## config.mk

```make
export PLATFORM = sky130hd
export DESIGN_NAME = aes_rr_sched
export DESIGN_NICKNAME = d
export VERILOG_FILES = /design/src/rtl/aes_rr_sched.sv
export SDC_FILE = /design/constraint.sdc
export NUM_CORES = 1
export LEC_CHECK = 0
export BUFFER_PORTS_ARGS = -buffer_cell sky130_fd_sc_hd__buf_2
export CAP_MARGIN = 20
export CORE_AREA = 2 2 614 616
export DETAILED_ROUTE_END_ITERATION = 6
export DIE_AREA = 0 0 616 618
export GPL_TIMING_DRIVEN = 0
export PLACE_DENSITY = 0.3
export SYNTH_ARGS = -nofsm -noshare
export SYNTH_HDL_FRONTEND = slang
export SYNTH_SLANG_ARGS = --single-unit
```

## constraint.sdc

```tcl
create_clock -name clk -period 3 [get_ports clk]
set_clock_uncertainty 0.2 [all_clocks]
set_input_delay 0.15 -clock clk [delete_from_list [all_inputs] [get_ports clk]]
set_output_delay 0.15 -clock clk [all_outputs]
set_load 0.01 [all_outputs]
```

## src/rtl/aes_rr_sched.sv

```systemverilog
// Round-robin arbiter sharing one AES-128 core; grant in 1 cycle, response 1 cycle after core ready.
// Backpressure: requesters hold req_valid until req_ready; a hung core is released by a watchdog error.
module aes_rr_sched #(
  parameter int NREQ    = 4,
  parameter int TIMEOUT = 1023
) (
  input  logic                 clk,
  input  logic                 rst_n,
  input  logic [NREQ-1:0]      req_valid,
  input  logic [NREQ-1:0]      req_decrypt,
  input  logic [NREQ*128-1:0]  req_data,
  input  logic [NREQ*128-1:0]  req_key,
  output logic [NREQ-1:0]      req_ready,
  output logic [NREQ-1:0]      rsp_valid,
  output logic [127:0]         rsp_data,
  output logic                 rsp_err,
  output logic                 aes_start,
  output logic                 aes_decrypt,
  output logic [127:0]         aes_data,
  output logic [127:0]         aes_key,
  input  logic [127:0]         aes_dout,
  input  logic                 aes_ready,
  output logic                 busy,
  output logic                 stale
);

  localparam int PW = (NREQ > 1) ? $clog2(NREQ) : 1;
  localparam int CW = $clog2(TIMEOUT + 1);

  typedef enum logic [3:0] {
    IDLE   = 4'b0001,
    LAUNCH = 4'b0010,
    WAIT   = 4'b0100,
    RESP   = 4'b1000
  } state_t;

  state_t          state, state_n;
  logic [PW-1:0]   ptr, ptr_n, gnt;
  logic            gnt_vld;
  logic [NREQ-1:0] gnt_oh, ptr_oh;
  logic [127:0]    sel_data, sel_key;
  logic            sel_dec;
  logic [CW-1:0]   cnt, cnt_n;
  logic [NREQ-1:0] req_ready_n, rsp_valid_n;
  logic [127:0]    rsp_data_n, data_n, key_n;
  logic            rsp_err_n, aes_start_n, dec_n, busy_n, stale_n;

  // Two passes give "first set bit above ptr, then wrap" without modulo arithmetic.
  always_comb begin
    gnt_vld = 1'b0;
    gnt     = '0;
    for (int j = 0; j < NREQ; j++) begin
      if (!gnt_vld && req_valid[j] && (PW'(j) > ptr)) begin
        gnt_vld = 1'b1;
        gnt     = PW'(j);
      end
    end
    for (int j = 0; j < NREQ; j++) begin
      if (!gnt_vld && req_valid[j] && (PW'(j) <= ptr)) begin
        gnt_vld = 1'b1;
        gnt     = PW'(j);
      end
    end
  end

  always_comb begin
    sel_data = '0;
    sel_key  = '0;
    sel_dec  = 1'b0;
    gnt_oh   = '0;
    ptr_oh   = '0;
    for (int j = 0; j < NREQ; j++) begin
      gnt_oh[j] = (PW'(j) == gnt);
      ptr_oh[j] = (PW'(j) == ptr);
      if (PW'(j) == gnt) begin
        sel_data = req_data[128*j +: 128];
        sel_key  = req_key[128*j +: 128];
        sel_dec  = req_decrypt[j];
      end
    end
  end

  always_comb begin
    state_n     = state;
    ptr_n       = ptr;
    cnt_n       = '0;
    req_ready_n = '0;
    rsp_valid_n = '0;
    aes_start_n = 1'b0;
    rsp_data_n  = rsp_data;
    rsp_err_n   = rsp_err;
    data_n      = aes_data;
    key_n       = aes_key;
    dec_n       = aes_decrypt;
    // A completion outside WAIT belongs to no one (e.g. after a timeout).
    stale_n     = stale | (aes_ready && (state != WAIT));
    unique case (state)
      IDLE: begin
        if (gnt_vld) begin
          state_n     = LAUNCH;
          ptr_n       = gnt;
          req_ready_n = gnt_oh;
          aes_start_n = 1'b1;
          data_n      = sel_data;
          key_n       = sel_key;
          dec_n       = sel_dec;
        end
      end
      LAUNCH: state_n = WAIT;
      WAIT: begin
        cnt_n = (cnt == '1) ? cnt : cnt + 1'b1;
        if (aes_ready) begin
          state_n     = RESP;
          rsp_valid_n = ptr_oh;
          rsp_data_n  = aes_dout;
          rsp_err_n   = 1'b0;
        end else if (cnt == CW'(TIMEOUT - 1)) begin
          state_n     = RESP;
          rsp_valid_n = ptr_oh;
          rsp_data_n  = '0;
          rsp_err_n   = 1'b1;
        end
      end
      RESP:    state_n = IDLE;
      default: state_n = IDLE;
    endcase
    busy_n = (state_n != IDLE);
  end

  always_ff @(posedge clk or negedge rst_n) begin
    if (!rst_n) begin
      state       <= IDLE;
      ptr         <= PW'(NREQ - 1);
      cnt         <= '0;
      req_ready   <= '0;
      rsp_valid   <= '0;
      rsp_data    <= '0;
      rsp_err     <= 1'b0;
      aes_start   <= 1'b0;
      aes_decrypt <= 1'b0;
      aes_data    <= '0;
      aes_key     <= '0;
      busy        <= 1'b0;
      stale       <= 1'b0;
    end else begin
      state       <= state_n;
      ptr         <= ptr_n;
      cnt         <= cnt_n;
      req_ready   <= req_ready_n;
      rsp_valid   <= rsp_valid_n;
      rsp_data    <= rsp_data_n;
      rsp_err     <= rsp_err_n;
      aes_start   <= aes_start_n;
      aes_decrypt <= dec_n;
      aes_data    <= data_n;
      aes_key     <= key_n;
      busy        <= busy_n;
      stale       <= stale_n;
    end
  end

endmodule

```

# Word-level counts from Yosys, hierarchy flattened
# Index checks and enable logic that the tools add are counted.
dict set report totals {
  latch_bits 0
  romBits 0
  in_bits 1163
  ramBits 0
  wordCells 109
  n_memories 0
  regBits 413
}
dict set report classes {
  n_div 0
  n_lt_le_gt_ge 8
  n_reduce_logical 28
  add_sub_neg 1
  shifts 0
  n_mul 0
  n_eq_ne 14
  n_bitwise 1
  muxes 44
}
# op n
set ops {}
lappend ops {{128-bit two-way mux} 10}
lappend ops {{4-bit two-way mux} 8}
lappend ops {{10-bit == test, second input constant} 2}
lappend ops {{10-bit two-way mux} 2}
lappend ops {{1-bit two-way mux} 17}
lappend ops {{1-bit logical AND} 16}
lappend ops {{2-bit two-way mux} 6}
lappend ops {{4-bit one-hot mux with 3 select lines} 1}
lappend ops {{10-bit by 1-bit adder with 10-bit output, second input constant} 1}
lappend ops {{2-bit == test, first input constant} 4}
lappend ops {{1-bit logical NOT} 7}
lappend ops {{1-bit by 2-bit == test with 1-bit output, first input constant} 2}
lappend ops {{4-bit by 1-bit == test with 1-bit output, second input constant} 1}
lappend ops {{4-bit by 2-bit == test with 1-bit output, second input constant} 1}
lappend ops {{4-bit by 3-bit == test with 1-bit output, second input constant} 1}
lappend ops {{1-bit by 2-bit greater-than comparator with 1-bit output, first input constant} 2}
lappend ops {{2-bit greater-than comparator, first input constant} 2}
lappend ops {{1-bit by 2-bit less-or-equal comparator with 1-bit output, first input constant} 2}
lappend ops {{2-bit less-or-equal comparator, first input constant} 2}
lappend ops {{2-bit logical NOT} 2}
lappend ops {{4-bit by 1-bit inequality test with 1-bit output, second input constant} 1}
lappend ops {{4-bit by 3-bit inequality test with 1-bit output, second input constant} 1}
lappend ops {{2-bit AND reduction} 2}
lappend ops {{2-bit inequality test, second input constant} 1}
lappend ops {{other kinds (2)} 2}

# Depth between registers and ports, before layout
dict set report logic_depth {
  word_depth 36
  ltp_mapped 9
}

# Least setup slack after synthesis
# OpenSTA, ideal clock, no wires.
dict set report synth_path {
  path_type {reg2reg}
  startpoint {register ptr[0]}
  endpoint {register aes_data[100]}
  path_slack_ns 0.759
  stages_incl_launch_ff 9
  n_path_buf 3
  arrival_time_ns 1.946
  synth_period_minus_slack_ns 2.241
  path_cell_list {dfstp_2 buf_2 nor3b_1 a211o_1 a311oi_2 buf_2 buf_2 a22oi_1 o31ai_1}
}
dict set report synth_via {
  elab_chain_len 36
}
# item line
set synth_rtl {}
lappend synth_rtl {{from (decl)} 38} ;# logic [PW-1:0] ptr, ptr_n, gnt;
lappend synth_rtl {{from (signal assigned)} 133} ;# ptr <= PW'(NREQ - 1);
lappend synth_rtl {{from (signal assigned)} 147} ;# ptr <= ptr_n;
lappend synth_rtl {{1-bit by 2-bit greater-than comparator with 1-bit output} 53} ;# if (!gnt_vld && req_valid[j] && (PW'(j) > ptr)) begin
lappend synth_rtl {{1-bit logical AND} 53}
lappend synth_rtl {{1-bit two-way mux} 53}
lappend synth_rtl {{1-bit logical NOT} 53}
lappend synth_rtl {{1-bit logical AND (2 in a row)} 53}
lappend synth_rtl {{1-bit two-way mux} 53}
lappend synth_rtl {{1-bit logical NOT} 53}
lappend synth_rtl {{1-bit logical AND (2 in a row)} 53}
lappend synth_rtl {{[... 13 more ...]} --}
lappend synth_rtl {{1-bit logical NOT} 59} ;# if (!gnt_vld && req_valid[j] && (PW'(j) <= ptr)) begin
lappend synth_rtl {{1-bit logical AND (2 in a row)} 59}
lappend synth_rtl {{1-bit two-way mux} 59}
lappend synth_rtl {{1-bit logical NOT} 59}
lappend synth_rtl {{1-bit logical AND (2 in a row)} 59}
lappend synth_rtl {{2-bit two-way mux} 59}
lappend synth_rtl {{2-bit logical NOT} 75} ;# if (PW'(j) == gnt) begin
lappend synth_rtl {{128-bit two-way mux (4 in a row)} 75}
lappend synth_rtl {{to (signal assigned)} 155} ;# aes_data <= data_n;
lappend synth_rtl {{to (decl)} 19} ;# output logic [127:0] aes_data,
# Parallel ways exist; a longest one is shown, timed or not.
# A chain may end at the register's enable or synchronous reset.

# Worst setup path in the final report
dict set report layout_path {
  startpoint {register ptr[1]}
  endpoint {register aes_key[105]}
}
dict set report layout_via {
  elab_chain_len 36
}
# item line
set layout_rtl {}
lappend layout_rtl {{1-bit by 2-bit greater-than comparator with 1-bit output} 53}
lappend layout_rtl {{1-bit logical AND} 53}
lappend layout_rtl {{1-bit two-way mux} 53}
lappend layout_rtl {{1-bit logical NOT} 53}
lappend layout_rtl {{1-bit logical AND (2 in a row)} 53}
lappend layout_rtl {{1-bit two-way mux} 53}
lappend layout_rtl {{1-bit logical NOT} 53}
lappend layout_rtl {{1-bit logical AND (2 in a row)} 53}
lappend layout_rtl {{[... 13 more ...]} --}
lappend layout_rtl {{1-bit logical NOT} 59}
lappend layout_rtl {{1-bit logical AND (2 in a row)} 59}
lappend layout_rtl {{1-bit two-way mux} 59}
lappend layout_rtl {{1-bit logical NOT} 59}
lappend layout_rtl {{1-bit logical AND (2 in a row)} 59}
lappend layout_rtl {{2-bit two-way mux} 59}
lappend layout_rtl {{2-bit logical NOT} 75}
lappend layout_rtl {{128-bit two-way mux (4 in a row)} 75}
lappend layout_rtl {{to (signal assigned)} 156} ;# aes_key <= key_n;
lappend layout_rtl {{to (decl)} 20} ;# output logic [127:0] aes_key,
# Parallel ways exist; a longest one is shown, timed or not.

==> flow_summary.toml <==
[status]
status = "finished with violations"
violations = "negative setup slack"

[worst_setup_path]
reg2reg_to = "aes_key[105]"
cp_num_buf_inv = 6
timing.rr.start = "ptr[1]"
path_max_fanout = 11
required_ns = 3.39
crit_top_cell = "buf_8"
reg2reg_depth = 10
crit_slowest_cell = "dfstp_2"
max_stage_delay_ns = 0.59
worstSetupEndpointType = "flip-flop"
crit_arrival_ns = 3.42
path_cells = "buf_6, buf_4, o21ai_1, and3_1, buf_8, buf_12, clkbuf_2, buf_8, a221oi_4, o31ai_1"
r2r_setup_slack_ns = -0.02
crit_cells = 10
worstSetupStartpoint = "ptr[1]"
path_class = "flip-flop to flip-flop"
endpoint = "aes_key[105]"
crit_family = "buffers and inverters"
start_kind = "flip-flop"

[logic_synthesis]
synth_commonest_cells = "410 x dfrtp_1, 257 x a22oi_1, 232 x nor2_1"
syn_nets = 3026
syn_inst = 1861
synth_edf_count = 0
async_reset_ff_frac = 1.00
synth_area_leaders = "dfrtp_1 51%, a22oi_1 9.7%, a221oi_1 9.5%, o31ai_1 8.2%, a22o_1 5.6%"
ys_seq_elements = 413
synth_cell_types = 48
synth.most_common_cell = "dfrtp_1"
ys_warn_count = 0
synth_area_per_cell_um2 = 10.7
synth_flop_cell = "dfrtp_1"
syn-cell-area_mm2 = 0.0200
synth.top_cell.area_share = 0.514
synth-seq-area-share = 0.518
yosysTopAreaCell = "dfrtp_1"

[die]
die_area_mm2 = 0.381
die-height_um = 618
die_w_um = 616
start_util = 0.0534
core.rowCount = 225
ios = 1560
core-area_mm2 = 0.374

[power]
seq_power_share = 0.237
p_int_uw = 21700
sw_frac_of_total = 0.501
vdd_ir_drop_max_mv = 0.325
total_leakage_power_uw = 0.0226
power.switching_uw = 21700
comb_power_share = 0.564
clockPowerShare = 0.199
powerDensity_mw_per_mm2 = 819
finalPower_uw = 43400

[sta]
setup_violations = 2
fin_hold_ws_ns = 0.0471
finalHoldViolCount = 0
fin_crit_sh = 1.01
fmax_ghz = 0.331
rsz0062_at_grt = "true"
fin_ws_ns = -0.0248
report.final.slew_viol_count = 0
worst_slew_pin_slew_ns = 0.964
period_minus_slack_ns = 3.02
finalSetupTns_ns = -0.0272
relSlewSlack = 0.355

[global_routing]
overflow = 0
grt_pass1_wl_um = 393000
grt_max_degree = 90
grt-busiest-layer = "met2"
track_usage = 0.159
grt_util_met3 = 0.0451
met2_usage = 0.271
grt_pass1_vias = 34900
grt_use_met1 = 0.191
antenna_found_initial = 226

[placed_design]
dpl.hpwl_um = 275000
place.port_buffers = 1558
dp_slack_ns = -1.69
place.gp.congestion = 1.02
placed_area_mm2 = 0.0344

[route]
routed_via_density = 3.37
ant_nets = 0
drc = 0
firstDrtPassIters = 7
wl_per_cell_um = 31.1
first_iter_violations = 3011
vias = 34300
wl_um = 317000

[clocking]
clkSinkCount = 413
clock_path_buffers = 4
cts_made_buffers = 74
worstSkewPairLatency_ns = 0.77
htree_levels = 3
cts-root-buf = "clkbuf_16"
path_clk_slew_ns = 0.05
cts_tree = "built"

[worst_hold_path]
hold_class = "input port to flip-flop"

[layout]
design_area_mm2 = 0.0530
nNetsFinal = 6210
fillCellCount = 42800
syn_to_final_growth_pct = 166
drive_gt1_frac = 0.376

[job]
cap_violations = 0
-- cell families after synthesis --
kind of cell,synth area share
buffers and inverters,0.0513
AND/OR/NAND/NOR,0.0554
AO/OA/AOI/OAI,0.371
flip-flops,0.518
adder cells (fa/ha/maj),0.00125
XOR/XNOR,0.00263
-- registers in the layout (all words and copies together), names as in the netlist --
signal,count
stale,1
rsp_valid,4
busy,1
aes_data,128
ptr,2
aes_start,1
cnt,10
rsp_data,128
aes_key,128
aes_decrypt,1
state,4
rsp_err,1
req_ready,4
-- per-layer routing --
metal  vias to the layer above  routed length [um]  share of wire
li1                      14100                   -              -
met1                     17500              128000           0.40
met2                      2005              151000           0.48
met3                       570               24700          0.078
met4                        78               12300          0.039
met5                         -                 504         0.0016
-- power groups by stage --
| stage | Clock, uW | Sequential [uW] | Combinational, uW |
|---|---|---|---|
| final | 8640 | 10300 | 24500 |
| after global routing | 9090 | 10500 | 26000 |
| after CTS | 9000 | 10200 | 24700 |
| after detailed placement | 0 | 10300 | 22100 |
| after global placement | 0 | 10300 | 21800 |
| after floorplan | 0 | 10500 | 8010 |
-- worst min path at each step --
stage | endpoint | slack [ns] | cells past startpoint | from
after floorplan | aes_data[0] | -0.35 | 0 | rst_n
after global placement | rsp_data[80] | 0.17 | 2 | aes_dout[80]
after detailed placement | aes_data[51] | 0.07 | 1 | rst_n
after CTS | aes_data[39] | 0.0007 | 4 | req_data[295]
after global routing | aes_data[98] | 0.04 | 4 | req_data[226]
final | state[0] | 0.05 | 5 | req_valid[2]
-- worst min-delay path: stages --
cell and delay (ns):
buf_2 0.15, or4_1 0.24, nand3_1 0.10, a21oi_1 0.28, inv_1 0.07
-- cell usage in the layout (no fill, tap or decap), types with 15 or more instances in the layout --
| cell | n |
|---|---|
| a221oi_1 | 184 |
| a221oi_2 | 22 |
| a222oi_1 | 41 |
| a22o_1 | 128 |
| a22oi_1 | 256 |
| buf_2 | 1631 |
| buf_4 | 29 |
| buf_8 | 15 |
| clkbuf_1 | 72 |
| clkbuf_16 | 76 |
| clkbuf_2 | 28 |
| clkbuf_4 | 17 |
| clkbuf_8 | 18 |
| dfrtp_1 | 410 |
| diode_2 | 105 |
| dlygate4sd3_1 | 1520 |
| nor2_1 | 225 |
| o21ai_0 | 40 |
| o31ai_1 | 215 |
-- metrics by stage --
stage,util,instances
2_1_floorplan,-,1861
3_3_place_gp,0.0909,8413
3_5_place_dp,0.0919,8431
4_1_cts,0.140,10100
5_1_grt,0.141,10100
6_report,0.142,10200
-- cell type report --
cell class	instances	area, um^2	share of cell area
repair buffers	3110	23500	0.443
well taps	4994	6250	0.118
plain buffers	224	1330	0.0252
inverters	8	33.8	0.000637
clock inverters	20	173	0.00326
clock buffers	101	2100	0.0397
multi-input cells	1214	9030	0.170
flip-flops and latches	413	10300	0.195
diodes	105	263	0.00496
-- what timing repair did --
| item | in CTS | in global routing |
|---|---|---|
| pin swaps | 5 | 4 |
| setup buffers | 4 | 9 |
| cloned | 0 | 1 |
| endpoints found under the setup margin | 362 | 201 |
| resized for setup | 145 | 66 |
| endpoints found under the hold margin | 623 | 0 |
| hold buffers | 1520 | 0 |
Note: power is estimated with default switching activity, not from simulation.
